<file path="src/rtl/regbank_wr_arbiter.sv">
// regbank_wr_arbiter: round-robin arbiter sharing one register-bank write port among NUM_REQ requesters.
//   clk_in/reset_in         : clock, synchronous active-high reset
//   req_in/lock_in          : per-requester write request and burst lock
//   addr_in/data_in         : packed per-requester address/data slices
//   gnt_out/grant_id_out    : registered one-hot grant and granted index
//   busy_out                : arbiter is not idle
//   bank_we_out/addr/data   : registered write strobe, address and data to the bank
//   starve_out              : per-requester starvation flag (only with REGBANK_ARB_STARVE_EN)
module regbank_wr_arbiter #(
  parameter int NUM_REQ  = 4,
  parameter int ADDR_W   = 3,
  parameter int DATA_W   = 8,
  parameter int MAX_HOLD = 4
) (
  input  logic                          clk_in,
  input  logic                          reset_in,
  input  logic [NUM_REQ-1:0]            req_in,
  input  logic [NUM_REQ-1:0]            lock_in,
  input  logic [NUM_REQ*ADDR_W-1:0]     addr_in,
  input  logic [NUM_REQ*DATA_W-1:0]     data_in,
  output logic [NUM_REQ-1:0]            gnt_out,
  output logic [$clog2(NUM_REQ)-1:0]    grant_id_out,
  output logic                          busy_out,
  output logic                          bank_we_out,
  output logic [ADDR_W-1:0]             bank_addr_out,
`ifdef REGBANK_ARB_STARVE_EN
  output logic [DATA_W-1:0]             bank_data_out,
  output logic [NUM_REQ-1:0]            starve_out
`else
  output logic [DATA_W-1:0]             bank_data_out
`endif
);
  localparam int IDW = $clog2(NUM_REQ);
  localparam int HW  = (MAX_HOLD > 1) ? $clog2(MAX_HOLD) : 1;
  typedef enum logic [1:0] {IDLE, GRANT, HOLD} state_t;
  state_t              state_q, state_d;
  logic [IDW-1:0]      rr_ptr_q, rr_ptr_d;
  logic [HW-1:0]       hold_q, hold_d;
  logic [NUM_REQ-1:0]  gnt_q, gnt_d;
  logic [IDW-1:0]      gid_q, gid_d;
  logic                we_q, we_d;
  logic [ADDR_W-1:0]   addr_q, addr_d;
  logic [DATA_W-1:0]   data_q, data_d;
  logic [IDW-1:0]      rr_pick, win, next_ptr;
  logic                found, stop_burst;
  always_comb begin
    rr_pick = '0;
    found   = 1'b0;
    for (int k = 0; k < NUM_REQ; k++) begin
      if (!found && req_in[IDW'((int'(rr_ptr_q) + k) % NUM_REQ)]) begin
        found   = 1'b1;
        rr_pick = IDW'((int'(rr_ptr_q) + k) % NUM_REQ);
      end
    end
  end
`ifdef REGBANK_ARB_STARVE_EN
  logic [4:0]         wait_q [NUM_REQ];
  logic [4:0]         wait_d [NUM_REQ];
  logic [NUM_REQ-1:0] starve_q, starve_d;
  logic [IDW-1:0]     st_pick;
  always_comb begin
    st_pick = '0;
    for (int k = NUM_REQ - 1; k >= 0; k--) begin
      if (starve_q[IDW'(k)]) st_pick = IDW'(k);
    end
    for (int k = 0; k < NUM_REQ; k++) begin
      wait_d[k]   = (!req_in[IDW'(k)] || gnt_q[IDW'(k)]) ? 5'd0 :
                    (&wait_q[k]) ? wait_q[k] : wait_q[k] + 5'd1;
      starve_d[k] = wait_d[k][4];
    end
  end
  // a starving requester overrides the rotation and cuts short anyone else's burst
  assign win        = (|starve_q) ? st_pick : rr_pick;
  assign stop_burst = |(starve_q & ~gnt_q);
  assign starve_out = starve_q;
  always_ff @(posedge clk_in) begin
    if (reset_in) begin
      starve_q <= '0;
      for (int k = 0; k < NUM_REQ; k++) wait_q[k] <= '0;
    end else begin
      starve_q <= starve_d;
      for (int k = 0; k < NUM_REQ; k++) wait_q[k] <= wait_d[k];
    end
  end
`else
  assign win        = rr_pick;
  assign stop_burst = 1'b0;
`endif
  assign next_ptr = (gid_q == IDW'(NUM_REQ - 1)) ? '0 : gid_q + 1'b1;
  always_comb begin
    state_d  = state_q;
    rr_ptr_d = rr_ptr_q;
    hold_d   = hold_q;
    gnt_d    = gnt_q;
    gid_d    = gid_q;
    we_d     = 1'b0;
    addr_d   = addr_q;
    data_d   = data_q;
    if (state_q == IDLE) begin
      if (|req_in) begin
        gnt_d   = NUM_REQ'(1) << win;
        gid_d   = win;
        hold_d  = '0;
        state_d = GRANT;
      end
    end else begin
      // acceptance or withdrawal both release the grant unless a lock extends it
      rr_ptr_d = next_ptr;
      gnt_d    = '0;
      state_d  = IDLE;
      if (req_in[gid_q]) begin
        we_d   = 1'b1;
        addr_d = addr_in[gid_q*ADDR_W +: ADDR_W];
        data_d = data_in[gid_q*DATA_W +: DATA_W];
        if (lock_in[gid_q] && hold_q < HW'(MAX_HOLD - 1) && !stop_burst) begin
          hold_d  = hold_q + 1'b1;
          gnt_d   = gnt_q;
          state_d = HOLD;
        end
      end
    end
  end
  always_ff @(posedge clk_in) begin
    if (reset_in) begin
      state_q  <= IDLE;
      rr_ptr_q <= '0;
      hold_q   <= '0;
      gnt_q    <= '0;
      gid_q    <= '0;
      we_q     <= 1'b0;
      addr_q   <= '0;
      data_q   <= '0;
    end else begin
      state_q  <= state_d;
      rr_ptr_q <= rr_ptr_d;
      hold_q   <= hold_d;
      gnt_q    <= gnt_d;
      gid_q    <= gid_d;
      we_q     <= we_d;
      addr_q   <= addr_d;
      data_q   <= data_d;
    end
  end
  assign gnt_out       = gnt_q;
  assign grant_id_out  = gid_q;
  assign busy_out      = state_q != IDLE;
  assign bank_we_out   = we_q;
  assign bank_addr_out = addr_q;
  assign bank_data_out = data_q;
endmodule

</file>
<file path="config.mk">
export PLATFORM = sky130hd
export DESIGN_NAME = regbank_wr_arbiter
export DESIGN_NICKNAME = d
export VERILOG_FILES = /design/src/rtl/regbank_wr_arbiter.sv
export SDC_FILE = /design/constraint.sdc
export NUM_CORES = 1
export LEC_CHECK = 0
export CORE_AREA = 2 2 65 67
export CTS_BUF_LIST = sky130_fd_sc_hd__clkbuf_8
export CTS_CLUSTER_SIZE = 28
export DETAILED_ROUTE_END_ITERATION = 12
export DIE_AREA = 0 0 67 69
export PLACE_DENSITY_LB_ADDON = 0.1
export SYNTH_ARGS = -nofsm -noshare
export SYNTH_HDL_FRONTEND = slang
export SYNTH_SLANG_ARGS = --single-unit
</file>
<file path="constraint.sdc">
create_clock -name clk_in -period 3.95 [get_ports clk_in]
set_clock_uncertainty 0.1 [all_clocks]
set_input_delay 0.395 -clock clk_in [delete_from_list [all_inputs] [get_ports clk_in]]
set_output_delay 0.395 -clock clk_in [all_outputs]
set_load 0.01 [all_outputs]
</file>
* Word-level counts from Yosys, hierarchy flattened
Cells that the tools add are included.
** Cells by class
- Equality and inequality tests :: 3
- Bitwise operators :: 1
- $add $sub $neg :: 5
- $mul :: 1
- Reductions and logical operators :: 17
- Order comparisons :: 6
- Multiplexer cells :: 37
- Shifts and indexed selects :: 3
** Operators with widths (count)
- variable part select 32 x 6 -> 8 bit :: 1
- two-way mux 2 bit :: 13
- less-than comparator 2 x 4 -> 1 bit, second input constant :: 4
- two-way mux 4 bit :: 4
- two-way mux 1 bit :: 14
- binary-select mux 1 bit (select 2 bit) :: 6
- variable part select 12 x 5 -> 3 bit :: 1
- adder 2 x 1 -> 2 bit, second input constant :: 3
- AND reduction 2 bit :: 3
- nonzero test 2 bit :: 3
- adder 2 bit, second input constant :: 2
- logical AND 1 bit :: 4
- multiplier 2 x 2 -> 4 bit, second input constant :: 1
- OR reduction 4 bit :: 1
- << shifter 1 x 2 -> 4 bit, first input constant :: 1
- logical NOT 1 bit :: 3
- less-than comparator 2 x 3 -> 1 bit, second input constant :: 1
- != test 3 bit, second input constant :: 1
- AND reduction 3 bit :: 1
- == test 2 bit, second input constant :: 1
- logical NOT 2 bit :: 1
- less-than comparator 2 bit, second input constant :: 1
- != test 2 x 1 -> 1 bit, second input constant :: 1
- OR reduction 2 bit :: 1
- inverter 1 bit :: 1
** Word-level totals
- Output and inout port bits :: 19
- Bits of input ports :: 54
- Logic and storage cells :: 81
- Register bits after elaboration :: 24

* Longest topological paths before layout
- Depth after elaboration :: 16
- Depth in mapped cells :: 6
- Gate-level depth less buffers :: 5

* Least setup slack after synthesis
OpenSTA, ideal clock, no wires.
- Path type :: flip-flop to flip-flop
- Start :: register gid_q[0] (netlist: grant_id_out[0])
- End :: register addr_q[0] (netlist: bank_addr_out[0])
- Period minus slack after synthesis :: 1.782 ns
- Required time :: 3.721 ns
- Stages on the path, launching flop included :: 6
- Path buffers :: 2
- Arrival time :: 1.553 ns
- Slack :: 2.168 ns
- Library setup time :: 0.129 ns
- Cells stage by stage :: dfxtp_1 buf_2 buf_2 mux4_2 mux2i_1 nor2_1
** On the way
- Longest elaborated chain between the ends :: 3
- Elaborated cells between the ends (all ways) :: 5
- Those cells by class :: 1 x mul; 1 x shift; 2 x mux; 1 x reduce/logical
** Ends and longest elaborated chain
- start: declaration :: line 40 : logic [IDW-1:0] gid_q, gid_d;
- start signal: assignment :: line 138 : gid_q <= gid_d;
- branches (longest 3 deep; another with multiplier 2 x 2 -> 4 bit)
- end signal: assignment :: line 140 : addr_q <= addr_d;
- end: declaration :: line 42 : logic [ADDR_W-1:0] addr_q, addr_d;
Several ways; the timed one is not identified. The select of a mux whose other input is x is not followed.
A chain may end at the register's enable or synchronous reset.

* Worst setup path after layout
- Start :: register gid_q[1] (netlist: grant_id_out[1])
- End :: register data_q[5] (netlist: bank_data_out[5])
** On the way
- Longest elaborated chain between the ends :: 3
- Elaborated cells between the ends (all ways) :: 4
- Those cells by class :: 1 x shift; 2 x mux; 1 x reduce/logical
** Ends and longest elaborated chain
- branches (longest 3 deep; another with variable part select 32 x 6 -> 8 bit)
- end signal: assignment :: line 141 : data_q <= data_d;
- end: declaration :: line 43 : logic [DATA_W-1:0] data_q, data_d;
Several ways; the timed one is not identified. The select of a mux whose other input is x is not followed.

==> results.py <==
metrics = {
    "status": {
        "status": "complete, no violations",
    },
    "critical_path": {
        "cp_slowest_cell": "dfxtp_1",
        "crit_path_max_incr_delay_ns": 0.81,
        "cp.depth": 4,
        "cp.required_ns": 3.98,
        "worst_ep_arrival_time_ns": 2.28,
        "path_buf_inv": 0,
        "cp-end-kind": "flip-flop",
        "reg2reg_depth": 4,
        "path_max_fanout": 16,
        "startpoint_type": "flip-flop",
        "crit_path_cell_trace": "mux4_2 > nand2_4 > mux2i_1 > nor2_1",
        "crit_family": "multiplexers",
        "critical_path_class": "reg -> reg",
    },
    "sta": {
        "finalCriticalPeriod_ns": 2.25,
        "max_freq_ghz": 0.444,
        "finalHoldViolCount": 0,
        "tns_ns": 0,
        "grt_setup_unrepaired": "no",
        "final_max_slew_viol_count": 0,
        "relSlewSlack_pct": 48.7,
        "setup_viol": 0,
        "worst_slew_pin_slew_ns": 0.768,
        "fin_crit_sh_pct": 57.0,
    },
    "clock_network": {
        "clkLatencyLatePin_ns": 0.26,
        "cts.sinks": 24,
        "cts_tree": "yes",
        "clockRootBuffer": "clkbuf_8",
        "h-tree-depth": 1,
        "cts_buffers": 3,
        "clockBufferDepth": 2,
        "hold_buffers": 0,
        "cts_resized": 0,
        "clkTransAtPathRegs_ns": 0.08,
        "post_cts_buffers": 0,
    },
    "grt": {
        "grt_pass1_wl_mm": 5.55,
        "grt_pass1_vias": 1182,
        "grt_start_max_net_pins": 22,
        "antenna_found_initial": 0,
        "grt_use_total_pct": 15.1,
        "grt-ovfl-total": 0,
    },
    "die": {
        "die-area_sq_um": 4620,
        "io_pins": 73,
        "die_h_microns": 69,
        "die_x_microns": 67,
        "initial_utilization_pct": 33.3,
        "fp.coreArea_sq_um": 3910,
        "rows": 23,
    },
    "synth": {
        "async_flop_share_pct": 0,
        "yosys.area_share.simple_pct": 16.0,
        "synthCells": 114,
        "syn_nets": 170,
        "synthMuxAreaShare_pct": 30.9,
        "synthXorXnorAreaFrac_pct": 0,
        "synth_edf_count": 0,
        "avgSynthCellArea_sq_um": 11.4,
        "ys_types": 31,
        "yosys.area.top_type": "dfxtp_1",
        "synth-seq-area-share_pct": 36.8,
        "ys.warnings.count": 0,
        "synth-main-ff-cell": "dfxtp_1",
        "syn_area_sq_um": 1310,
        "synthAdderAreaFrac_pct": 1.92,
        "yosysTopAreaCellShare_pct": 36.8,
        "yosys_register_bits": 24,
        "synth_top_family_by_area": "multiplexers",
        "yosys-top-cells-count": "24 x dfxtp_1, 18 x nor2_1, 13 x mux4_2",
        "netlist_top_cells_area": "dfxtp_1 37%, mux4_2 22%, mux2i_1 8.4%",
        "synth_compound_area_share_pct": 10.6,
        "synth.most_common_cell": "dfxtp_1",
    },
    "power": {
        "power_density_nw_per_um2": 305,
        "leakagePower_nw": 0.834,
        "total_power_mw": 0.643,
        "peakVddDrop_uv": 171,
    },
    "routing": {
        "met2_length_mm": 1.72,
        "drc": 0,
        "wirelength_mm": 3.42,
        "ant_nets": 0,
        "routed.top_layer": "met4",
        "viasPerCell": 5.02,
        "wl_per_cell_microns": 14.6,
        "met3_length_microns": 294,
        "drt-initial-drc-count": 34,
        "vias": 1179,
        "first_pass_iters": 4,
        "m1WireLength_mm": 1.40,
    },
    "final_layout": {
        "areaGrowthSynthToFinish_pct": 61.6,
        "layout.nets": 242,
        "num_antenna_cells": 0,
        "layout-drive-gt1-share_pct": 12.4,
        "final_cells": 235,
    },
    "hold_path": {
        "hp-class": "reg -> reg",
        "hold_depth": 1,
    },
    "placed_design": {
        "place_inst": 231,
        "place_hpwl_mm": 2.73,
        "place.gp.congestion": 0.738,
        "portBuffers": 72,
    },
    "run": {
        "drv_cap": 0,
    },
}
path summary, 6_finish.rpt:
kind | startpoint | to | slack [ns]
min reg2reg | gnt_out[0]$_SDFFE_PP0P_ | gnt_out[0]$_SDFFE_PP0P_ | 0.37
min | gnt_out[0]$_SDFFE_PP0P_ | gnt_out[0]$_SDFFE_PP0P_ | 0.37
max | grant_id_out[1]$_SDFFE_PP0P_ | bank_data_out[5]$_SDFFE_PP0N_ | 1.70
max reg2reg | grant_id_out[1]$_SDFFE_PP0P_ | bank_data_out[5]$_SDFFE_PP0N_ | 1.70
final cells by class:
type	count	area (sq um)
repair buffers	73	728
multi-input cells	82	776
fillers	377	1800
flip-flops and latches	24	480
clock buffers	4	55.1
well taps	50	62.6
inverters	2	7.51
stage by stage:
step	hold slack, ns	setup slack [ns]	instance area, sq um	util (%)
2_1_floorplan	0.352	2.17	1310	-
3_3_place_gp	0.358	1.77	2050	52.5
3_5_place_dp	0.359	1.70	2050	52.5
4_1_cts	0.378	1.69	2110	53.9
5_1_grt	0.402	1.60	2110	53.9
6_report	0.373	1.70	2110	53.9
routing by layer:
| metal | up-vias | GRT usage [%] |
|---|---|---|
| li1 | 569 | - |
| met1 | 564 | 19.5 |
| met2 | 44 | 25.3 |
| met3 | 2 | 3.10 |
| met4 | 0 | 3.85 |
| met5 | - | 0 |
worst reg2reg max path: cells and delay by family (launching register included):
family / cells / cell delay (ns)
muxes: 2 / 0.93
DFF: 1 / 0.81
and+or+nand+nor: 2 / 0.28
registers in the layout, indices dropped and copies added (netlist names):
name and flops:
bank_addr_out 3, gnt_out 4, grant_id_out 2, state_q 2
bank_we_out 1, bank_data_out 8, hold_q 2, rr_ptr_q 2
cell usage in the layout (no fill, tap or decap):
cell type	count
o22a_1	1
nor2_1	18
a21boi_1	1
nand2_4	1
clkbuf_8	4
nand3_1	2
or3_1	1
inv_1	1
and2_1	1
a21o_1	1
nor4_1	2
inv_2	1
a21oi_1	3
a22o_1	1
ha_1	2
a32o_1	4
nand2b_1	3
buf_4	1
mux2i_1	11
a21boi_0	1
clkdlybuf4s50_1	72
or2_1	2
o22ai_1	1
o21ba_1	2
nor2b_1	3
nor3_1	2
nand2_1	3
mux4_2	13
nand4b_4	1
a21oi_2	2
dfxtp_1	24
where the power goes:
| part | switching (mW) | leakage, nW | total, mW | internal (mW) |
|---|---|---|---|---|
| logic | 0.0785 | 0.609 | 0.209 | 0.130 |
| clock network | 0.0713 | 0.0288 | 0.160 | 0.0887 |
| registers | 0.0141 | 0.196 | 0.275 | 0.261 |
kinds of logic (layout without fill, tap and decap cells):
group                    after synthesis  count (layout)
AND/OR/NAND/NOR                       39              39
multiplexers                          24              24
flip-flops                            24              24
AO/OA/AOI/OAI                         17              17
buffers and inverters                  8              79
adder cells (fa/ha/maj)                2               2
Note: power is estimated with default switching activity, not from simulation.
